===== src/rtl/cascaded_pwm_modulator.sv =====
// Level-shifted triangular-carrier PWM for a two-H-bridge 5-level inverter.
// Triangle carrier, double-edge reference sample/hold, four band
// comparators, level decode and four dead-time-protected complementary legs.
module cascaded_pwm_modulator #(
  parameter int DATA_WIDTH    = 16,
  parameter int CARRIER_WIDTH = 14,
  parameter int DT_WIDTH      = 8
) (
  input  logic                         clk,
  input  logic                         rst,
  input  logic                         enable,
  input  logic signed [DATA_WIDTH-1:0] ref_in,
  input  logic [CARRIER_WIDTH-1:0]     carrier_step,
  input  logic [DT_WIDTH-1:0]          deadtime,
  output logic [7:0]                   pwm_out,
  output logic signed [2:0]            level_out,
  output logic                         carrier_sync
);

  localparam int CMP_W = (DATA_WIDTH > CARRIER_WIDTH + 2) ? DATA_WIDTH : CARRIER_WIDTH + 2;

  typedef enum logic [2:0] {
    LEG_OFF,
    LEG_HIGH_ON,
    LEG_LOW_ON,
    LEG_DT_TO_HIGH,
    LEG_DT_TO_LOW
  } leg_state_e;

  logic [CARRIER_WIDTH-1:0]     carrier_cnt_q, carrier_cnt_d;
  logic [CARRIER_WIDTH:0]       carrier_sum;
  logic                         dir_up_q, dir_up_d;
  logic                         valley_d;
  logic                         turn;
  logic signed [DATA_WIDTH-1:0] ref_q;
  logic [CMP_W-1:0]             ref_biased;
  logic [3:0]                   comp;
  logic [2:0]                   band_count;
  logic [3:0]                   leg_tgt_high;
  leg_state_e                   leg_q [4];
  leg_state_e                   leg_d [4];
  logic [DT_WIDTH-1:0]          tmr_q [4];
  logic [DT_WIDTH-1:0]          tmr_d [4];

  // Extra carry bit keeps the up-count from wrapping before the peak test.
  assign carrier_sum = {1'b0, carrier_cnt_q} + {1'b0, carrier_step};

  // Triangle carrier next state: clamp and turn at the peak and the valley.
  always_comb begin
    carrier_cnt_d = carrier_cnt_q;
    dir_up_d      = dir_up_q;
    valley_d      = 1'b0;
    turn          = 1'b0;
    if (dir_up_q) begin
      if (carrier_sum >= {1'b0, {CARRIER_WIDTH{1'b1}}}) begin
        carrier_cnt_d = '1;
        dir_up_d      = 1'b0;
        turn          = 1'b1;
      end else begin
        carrier_cnt_d = carrier_sum[CARRIER_WIDTH-1:0];
      end
    end else begin
      if (carrier_cnt_q <= carrier_step) begin
        carrier_cnt_d = '0;
        dir_up_d      = 1'b1;
        valley_d      = 1'b1;
        turn          = 1'b1;
      end else begin
        carrier_cnt_d = carrier_cnt_q - carrier_step;
      end
    end
  end

  // Offset-binary reference: flipping the sign bit adds half of full scale.
  assign ref_biased = CMP_W'({~ref_q[DATA_WIDTH-1], ref_q[DATA_WIDTH-2:0]});

  // Band k carrier sits at k*2^CARRIER_WIDTH + carrier; strict compare per band.
  always_comb begin
    comp = '0;
    for (int unsigned k = 0; k < 4; k++) begin
      comp[k] = ref_biased > CMP_W'({2'(k), carrier_cnt_q});
    end
  end

  assign band_count = {2'b00, comp[0]} + {2'b00, comp[1]} + {2'b00, comp[2]} + {2'b00, comp[3]};

  // Carrier, reference sample/hold and level registers; disable acts as reset.
  always_ff @(posedge clk) begin
    if (rst || !enable) begin
      carrier_cnt_q <= '0;
      dir_up_q      <= 1'b1;
      ref_q         <= '0;
      level_out     <= '0;
      carrier_sync  <= 1'b0;
    end else begin
      carrier_cnt_q <= carrier_cnt_d;
      dir_up_q      <= dir_up_d;
      carrier_sync  <= valley_d;
      if (turn) begin
        ref_q <= ref_in;
      end
      level_out     <= band_count - 3'd2;
    end
  end

  // Level to per-leg target: H1 follows the sign, H2 only engages at +/-2.
  always_comb begin
    leg_tgt_high[0] = level_out > 3'sd0;
    leg_tgt_high[1] = level_out < 3'sd0;
    leg_tgt_high[2] = level_out == 3'sd2;
    leg_tgt_high[3] = level_out == -3'sd2;
  end

  // Leg FSM next state: any change of target restarts a full dead-time interval.
  always_comb begin
    for (int unsigned i = 0; i < 4; i++) begin
      leg_d[i] = leg_q[i];
      tmr_d[i] = tmr_q[i];
      case (leg_q[i])
        LEG_OFF: begin
          leg_d[i] = leg_tgt_high[i] ? LEG_DT_TO_HIGH : LEG_DT_TO_LOW;
          tmr_d[i] = deadtime;
        end
        LEG_HIGH_ON: begin
          if (!leg_tgt_high[i]) begin
            leg_d[i] = LEG_DT_TO_LOW;
            tmr_d[i] = deadtime;
          end
        end
        LEG_LOW_ON: begin
          if (leg_tgt_high[i]) begin
            leg_d[i] = LEG_DT_TO_HIGH;
            tmr_d[i] = deadtime;
          end
        end
        LEG_DT_TO_HIGH: begin
          if (!leg_tgt_high[i]) begin
            leg_d[i] = LEG_DT_TO_LOW;
            tmr_d[i] = deadtime;
          end else if (tmr_q[i] == '0) begin
            leg_d[i] = LEG_HIGH_ON;
          end else begin
            tmr_d[i] = tmr_q[i] - 1'b1;
          end
        end
        LEG_DT_TO_LOW: begin
          if (leg_tgt_high[i]) begin
            leg_d[i] = LEG_DT_TO_HIGH;
            tmr_d[i] = deadtime;
          end else if (tmr_q[i] == '0) begin
            leg_d[i] = LEG_LOW_ON;
          end else begin
            tmr_d[i] = tmr_q[i] - 1'b1;
          end
        end
        default: leg_d[i] = LEG_OFF;
      endcase
    end
  end

  // Leg state and dead-time timer registers.
  always_ff @(posedge clk) begin
    for (int unsigned i = 0; i < 4; i++) begin
      if (rst || !enable) begin
        leg_q[i] <= LEG_OFF;
        tmr_q[i] <= '0;
      end else begin
        leg_q[i] <= leg_d[i];
        tmr_q[i] <= tmr_d[i];
      end
    end
  end

  // Gate decode: only a settled ON state drives a gate, so a leg never shoots through.
  always_comb begin
    pwm_out = '0;
    for (int unsigned i = 0; i < 4; i++) begin
      pwm_out[2*i]   = leg_q[i] == LEG_HIGH_ON;
      pwm_out[2*i+1] = leg_q[i] == LEG_LOW_ON;
    end
  end

endmodule


===== config.mk =====
export PLATFORM = sky130hd
export DESIGN_NAME = cascaded_pwm_modulator
export DESIGN_NICKNAME = d
export VERILOG_FILES = /design/src/rtl/cascaded_pwm_modulator.sv
export SDC_FILE = /design/constraint.sdc
export NUM_CORES = 1
export LEC_CHECK = 0
export BUFFER_PORTS_ARGS = -buffer_cell sky130_fd_sc_hd__buf_2
export CAP_MARGIN = 20
export CORE_MARGIN = 4
export CORE_UTILIZATION = 60
export DETAILED_ROUTE_END_ITERATION = 8
export MAX_ROUTING_LAYER = met4
export PLACE_DENSITY = 0.76
export SYNTH_ARGS = -nofsm -noshare
export SYNTH_HDL_FRONTEND = slang
export SYNTH_SLANG_ARGS = --single-unit

===== constraint.sdc =====
create_clock -name clk -period 8.2 [get_ports clk]
set_clock_uncertainty 0.05 [all_clocks]
set_input_delay 1.64 -clock clk [delete_from_list [all_inputs] [get_ports clk]]
set_output_delay 1.64 -clock clk [all_outputs]
set_load 0.01 [all_outputs]

# ---- Word level (Yosys, flattened, before mapping)
# Memory sizes are Yosys's and may differ from the RTL's.
# Index checks and enable logic that the tools add are counted.
dict set report totals {
  inputBits 41
  reg_bits 35
  mem_bits_rw 44
  elab_cells 138
  memories 2
}
dict set report op_classes {
  n_lt_le_gt_ge 8
  bitwise 9
  reduce_logical 11
  mux 75
  addsub 10
  eq_ne 18
}
# name words word_bits read_ports rd_ports_with_merged_regs write_ports line
set mem_list {}
lappend mem_list {tmr_q 4 8 4 0 4 42} ;# logic [DT_WIDTH-1:0] tmr_q [4];
lappend mem_list {leg_q 4 3 4 0 4 40} ;# leg_state_e leg_q [4];
# operator count
set ops {}
lappend ops {{$mux W8} 24}
lappend ops {{$pmux W8 S5} 4}
lappend ops {{$mux W3} 32}
lappend ops {{$pmux W3 S5} 4}
lappend ops {{$mux W14} 3}
lappend ops {{$gt A16 B16 Y1} 2}
lappend ops {{$logic_not A8 Y1} 4}
lappend ops {{$sub A8 B1 Y8 const B} 4}
lappend ops {{$eq A3 B2 Y1 const B} 9}
lappend ops {{$gt A16 B14 Y1} 1}
lappend ops {{$gt A16 B15 Y1} 1}
lappend ops {{$add A14 B14 Y15} 1}
lappend ops {{$eq A3 B3 Y1 const B} 5}
lappend ops {{$ge A15 B14 Y1 const B} 1}
lappend ops {{$le A14 B14 Y1} 1}
lappend ops {{$sub A14 B14 Y14} 1}
lappend ops {{$eq A3 B1 Y1 const B} 4}
lappend ops {{$logic_not A3 Y1} 4}
lappend ops {{$mux W1} 8}
lappend ops {{$or A1 B1 Y1} 8}
lappend ops {{$add A2 B1 Y3} 1}
lappend ops {{$add A3 B1 Y3} 1}
lappend ops {{$gt A3 B1 Y1 const B} 1}
lappend ops {{$lt A3 B1 Y1 const B} 1}
lappend ops {{other kinds (6)} 6}

# ---- Logic depth before layout (Yosys ltp)
# Gate-level depths: netlist of the first run.
dict set report depth {
  depth_word 6
  depth_mapped 16
  depth_no_buf 16
}

# ---- Worst setup path after synthesis of the first run
# OpenSTA, ideal clock, no wires.
dict set report synth_path {
  kind {input -> register}
  start {input port carrier_step[0]}
  end {register ref_q[10]}
  path_slack_ps 3698
  arrival_ps 4332
  stages 12
  path_cell_list {ha_1 > inv_1 > fa_1 > or2_1 > a221oi_2 > o2111ai_1 > o41a_1 > a211o_1 > nor4b_4 > o21ai_4 > buf_6 > mux2i_1}
}
dict set report synth_between {
  elab_chain_cells 4
  word_cells_on_any_way 6
}
# element line
set synth_rtl {}
lappend synth_rtl {{start: declaration} 13} ;# input logic [CARRIER_WIDTH-1:0] carrier_step,
lappend synth_rtl {{$add A14 B14 Y15} 46} ;# assign carrier_sum = {1'b0, carrier_cnt_q} + {1'b0, carrier_step};
lappend synth_rtl {{$ge A15 B14 Y1} 55} ;# if (carrier_sum >= {1'b0, {CARRIER_WIDTH{1'b1}}}) begin
lappend synth_rtl {{$mux W1} 55}
lappend synth_rtl {{$mux W1 (*)} 54} ;# if (dir_up_q) begin
lappend synth_rtl {{end signal: assignment} 100} ;# ref_q <= ref_in;
lappend synth_rtl {{end: declaration} 35} ;# logic signed [DATA_WIDTH-1:0] ref_q;
# Mark *: on every way between the ends. The rest lies on a longest branch, timed or not.
# A chain may end at the register's enable or synchronous reset.

# ---- Worst setup path in the final report of the first run
dict set report layout_path {
  start {input port carrier_step[0]}
  end {register ref_q[7]}
}
# The elaborated chain is that of the path after synthesis.

==> flow_summary.ini, run 1 <==
[power]
p_leak_nw = 3.08
swShare = 0.391
combPwrFrac = 0.376
p_switching_mw = 0.442
ir_drop_v = 0.000136
seqPwrFrac = 0.389
p_total_mw = 1.13
pwr-share-clk = 0.235
p_int_mw = 0.687
cellPowerDensity_nw_per_um2 = 165

[setup_path]
r2r_cells = 11
worstPathArrival_ns = 5.02
worstPathRequired_ns = 8.38
worstReg2RegStart = carrier_cnt_q[0]
r2r-end = ref_q[7]
crit_type = input port to flop
endpoint_kind = flop
crit_start = carrier_step[0]
cp_max_fo = 16
rrSetupSlack_ns = 4.34
start_kind = input port

[timing]
rsz0062_at_grt = no
setup_violations = 0
min_period_ns = 4.84
hold_viol = 0
maxSlewViolCount = 0
fmax_mhz = 207
slew_headroom = 0.287
timing.final.crit_share = 0.590
worstMarginPinSlew_ns = 1.07
final.setup.tns_ns = 0

[synth]
netlist_instances = 865
async_flop_share = 0
ys_types = 79
ys.warnings.count = 0
syn_nets = 959
ys_ff_latch = 79
ys.flop_type = dfxtp_1
yosysSeqAreaShare = 0.246
synth_edf_count = 0
netlist_area_um2 = 6440
syn_avg_cell_area_um2 = 7.45

[detailed_routing]
drc = 0
routed_wl_um = 18000
first_iter_violations = 684
vias = 6436
drtAntennaViolNets = 0
firstDrtPassIters = 5
routedWlPerCell_um = 17.5
vias_per_cell = 6.26

[hold_path]
hp-start = ref_q[3]
whs_path_depth = 2
hp-class = flop to flop
min_to = ref_q[3]

[layout]
area_growth_pct = 6.49
drive_above_1_share = 0.101
nNetsFinal = 981
n_fill_cell = 912
n_antenna_cell = 0
final_common_cell = nor2_1
final_cell_mix = 97 x nor2_1, 87 x nand2_1, 79 x dfxtp_1

[placed_design]
io_buffer_count = 52
gp_congestion = 0.955
dp_hpwl_um = 13400

[clocking]
clk_pin_slew_ns = 0.07
cts_max_path_buffers = 2
clock_latency_ns = 0.38
cts_post_setup_buffers_inserted = 0
cts-root-buf = clkbuf_8
cts_tree = yes
hold_buffers = 0
cts.sinks = 79
htree_levels = 3
numCtsBuffers = 9
cts-resized-gates = 0

[floorplanning]
dieArea_um2 = 12500
die_x_um = 112
die_h_um = 112
core.rowCount = 37
core_area_um2 = 10400
start_util = 0.621
ios = 53

[global_route]
grt_max_degree = 47
antenna_found_initial = 0
gr-total-overflow = 0
grt_pass1_wl_um = 29200
grt_pass1_vias = 5957
track_usage = 0.294

[outcome]
outcome = finished clean

[run]
cap_violations = 0
## per-stage QoR
step                      hold WS [ns]  instances  utilization  setup slack (ns)  area, µm²
after floorplan                  0.388        865            -              3.70       6440
final                            0.415       1028        0.661              3.36       6860
after global placement           0.399       1011        0.645              3.09       6690
after CTS                        0.422       1027        0.661              3.41       6850
after global routing             0.447       1028        0.661              3.12       6860
after detailed placement         0.411       1011        0.645              3.01       6690
## power groups by stage
stage / clock, mW / sequential, mW / combinational [mW]
final: 0.265 / 0.439 / 0.425
after CTS: 0.265 / 0.438 / 0.416
after floorplan: 0 / 0.434 / 0.328
after global placement: 0 / 0.445 / 0.405
after global routing: 0.283 / 0.442 / 0.471
after detailed placement: 0 / 0.447 / 0.414
## flip-flops by register name, summed over array words and instances (netlist names)
register       count
carrier_cnt_q     14
carrier_sync       1
dir_up_q           1
leg_q             12
level_out          3
ref_q             16
tmr_q             32
## metal layers
metal,share of wire,vias to the layer above,track usage,wire length (µm)
met5,0,-,-,0
met4,0.015,0,0.0795,265
met3,0.083,23,0.0804,1490
met2,0.43,230,0.426,7790
met1,0.47,3031,0.403,8450
li1,-,3152,-,-
## cells in the mapped netlist, types with 10 or more instances
master / number / area, µm²
nand2_1: 87 / 327
inv_1: 67 / 251
nor2b_1: 22 / 138
nor3_1: 29 / 145
nand3_1: 18 / 90.1
a21oi_1: 54 / 270
a22oi_1: 16 / 120
ha_1: 50 / 626
o21a_1: 10 / 75.1
clkbuf_1: 34 / 128
a21o_1: 12 / 90.1
dfxtp_1: 79 / 1580
o21ai_0: 55 / 275
a211oi_1: 17 / 128
mux2i_1: 23 / 230
nor2_1: 97 / 364
and3_1: 13 / 81.3
nor3b_1: 12 / 90.1
nand2b_1: 11 / 68.8
## cell type report
type | count | area [µm²] | share of cell area
Multi-Input combinational cell | 674 | 4410 | 0.643
Sequential cell | 79 | 1580 | 0.231
Timing Repair Buffer | 54 | 275 | 0.0401
Inverter | 69 | 259 | 0.0378
Tap cell | 136 | 170 | 0.0248
Clock buffer | 10 | 128 | 0.0186
Clock inverter | 6 | 36.3 | 0.00529
## worst max path at each step
stage | endpoint | slack [ns] | cells past startpoint
final | ref_q[7] | 3.36 | 12
after global routing | ref_q[8] | 3.12 | 12
after CTS | ref_q[11] | 3.41 | 12
after detailed placement | ref_q[11] | 3.01 | 12
after global placement | ref_q[2] | 3.09 | 12
after floorplan | ref_q[10] | 3.70 | 12
## worst max-delay path, cell delays in order
cell and delay, ns:
buf_2 0.10, ha_1 0.17, inv_1 0.05, fa_1 0.42, or2_1 0.30, a221oi_2 0.50
nor4b_1 0.11, nor4b_1 0.33, o2111ai_1 0.22, nor4b_4 0.65, o21ai_4 0.33, mux2i_1 0.19
## logic make-up after synthesis
| group | Yosys count | share of synthesized area |
|---|---|---|
| simple gates | 336 | 0.257 |
| compound gates | 252 | 0.270 |
| buf+inv | 112 | 0.0711 |
| flops | 79 | 0.246 |
| fa+ha+maj | 53 | 0.106 |
| mux | 24 | 0.0375 |
| xor+xnor | 9 | 0.0122 |
Power figures use the tool's default switching activity.
==> run 2: changes to the inputs <==
Clock period 8.2 ns to 4.8 ns, I/O delays scaled along.
==> run 2 against run 1 <==
Sequential power grew 71%; core utilization up 0.83 points; count of clock-buffer cells in the layout grew 1; largest cell class unchanged.
==> flow_summary.ini, run 2 (synthesis results as in run 1) <==
[setup_path]
critical-path-max-stage-delay_ns = 0.57
crit_top_cell = buf_4
worstPathArrival_ns = 4.22
start_kind = input port
path_cells = buf_2 > inv_1 > ha_1 > nand2b_1 > a2111oi_1 > buf_4 > o21ai_1 > a21oi_1 > xor2_1 > nor4b_4 > buf_4 > o21ai_4 > mux2i_1
cp_max_fo = 16
crit_type = input port to flop
critical_path.top_delay_family = compound AO/OA/AOI/OAI gates
cpMaxStageDelayCell = o21ai_4
worstPathRequired_ns = 5.03
endpoint_kind = flop
worst-path-buf-inv = 4

[power]
cellPowerDensity_nw_per_um2 = 287
combPwrFrac = 0.364
p_leak_nw = 3.13
ir_drop_v = 0.000225
swShare = 0.374
seqPwrFrac = 0.376
p_int_mw = 1.25
pwr-share-clk = 0.259
p_switching_mw = 0.745

[clocking]
cts-resized-gates = 0
cts.sinks = 79
clk_pin_slew_ns = 0.08
cts-root-buf = clkbuf_8
cts_tree = yes
cts_max_path_buffers = 2
cts_post_setup_buffers_inserted = 0
hold_buffers = 0
htree_levels = 3
clock_latency_ns = 0.37
numCtsBuffers = 9

[run]
cap_violations = 0

[detailed_routing]
topRoutingLayerUsed = met4
routedWlPerCell_um = 17.0
vias_per_cell = 6.21
firstDrtPassIters = 6
vias = 6430
routed_wl_um = 17500
wl_met3_um = 1640
wl_met2_um = 7610
drtAntennaViolNets = 0
drc = 0
wl_met1_um = 8020
first_iter_violations = 664

[layout]
nNetsFinal = 988
final_cell_mix = 97 x nor2_1, 87 x nand2_1, 79 x dfxtp_1
largest_registers = tmr_q (32), ref_q (16), carrier_cnt_q (14)
largest-register = tmr_q
final_util = 0.670
drive_above_1_share = 0.108
largest_reg_flops = 32
n_antenna_cell = 0
final_common_cell = nor2_1
n_fill_cell = 924
area_growth_pct = 7.83

[placed_design]
dp_hpwl_um = 13200
io_buffer_count = 52
gp_congestion = 0.908

[global_route]
antenna_found_initial = 0
grt_pass1_wl_um = 28900
grt_pass1_vias = 6002
grt_max_degree = 47
track_usage = 0.286
gr-total-overflow = 0

[floorplanning]
dieArea_um2 = 12500
die_h_um = 112
ios = 53
core_area_um2 = 10400
start_util = 0.621
core.rowCount = 37
die_x_um = 112

[outcome]
outcome = finished clean

[hold_path]
hp-class = flop to flop

[timing]
maxSlewViolCount = 0
holdWs_ns = 0.419
fmax_mhz = 251
worstMarginPinSlew_ns = 1.02
setup_violations = 0
timing.final.crit_share = 0.830
rsz0062_at_grt = no
final.setup.tns_ns = 0
slew_headroom = 0.320
min_period_ns = 3.98
hold_viol = 0
==> run 2: cell types whose count changed in the layout (fill, tap and decap cells not counted) <==
cell / previous run / this run
buf_4: 2 / 8
clkinv_2: 4 / 2
bufinv_16: 0 / 1
clkbuf_4: 0 / 1
clkbuf_8: 9 / 10
==> run 2: metal layers <==
layer	vias up	GRT usage
li1	3160	-
met5	-	-
met3	31	0.0620
met4	0	0.0803
met2	252	0.418
met1	2987	0.400
==> run 2: worst register-to-register path, stage by stage (launching register included) <==
cell and delay, ns:
dfxtp_1 0.38, ha_1 0.59, nor2_1 0.21, a2111oi_0 0.57, and3_1 0.24, a21oi_1 0.11, xor2_1 0.29, nor4b_4 0.08
buf_4 0.19, o21ai_4 0.57, mux2i_1 0.27
==> run 2: cell type report <==
cell class	count	area (µm²)	area share
inverters	69	259	0.0373
multi-input cells	674	4410	0.635
flip-flops and latches	79	1580	0.228
repair buffers	61	328	0.0472
well taps	136	170	0.0245
clock buffers	11	141	0.0204
clock inverters	5	56.3	0.00811
==> run 2: worst paths after layout <==
path         cells past startpoint        end  slack (ns)               from
max                             13   ref_q[8]        0.82    carrier_step[1]
min                              2  ref_q[10]        0.42          ref_q[10]
max reg2reg                     10   ref_q[8]        1.15  carrier_cnt_q[10]
min reg2reg                      2  ref_q[10]        0.42          ref_q[10]
==> run 2: through the flow <==
stage / worst slack, ns / power, mW / std cells / cell area, µm²
3_5_place_dp: 0.486 / 1.47 / 1018 / 6740
4_1_cts: 0.847 / 1.99 / 1034 / 6940
3_3_place_gp: 0.531 / 1.45 / 1018 / 6740
6_report: 0.817 / 1.99 / 1035 / 6950
2_1_floorplan: 0.978 / 1.30 / 865 / 6440
5_1_grt: 0.649 / 2.11 / 1035 / 6950
==> run 2: power groups by stage <==
stage          clock [mW]  sequential (mW)  combinational, mW
2_1_floorplan           0            0.741              0.561
3_3_place_gp            0            0.760              0.692
3_5_place_dp            0            0.762              0.707
4_1_cts             0.528            0.747              0.711
5_1_grt             0.548            0.755              0.808
6_report            0.516            0.749              0.725
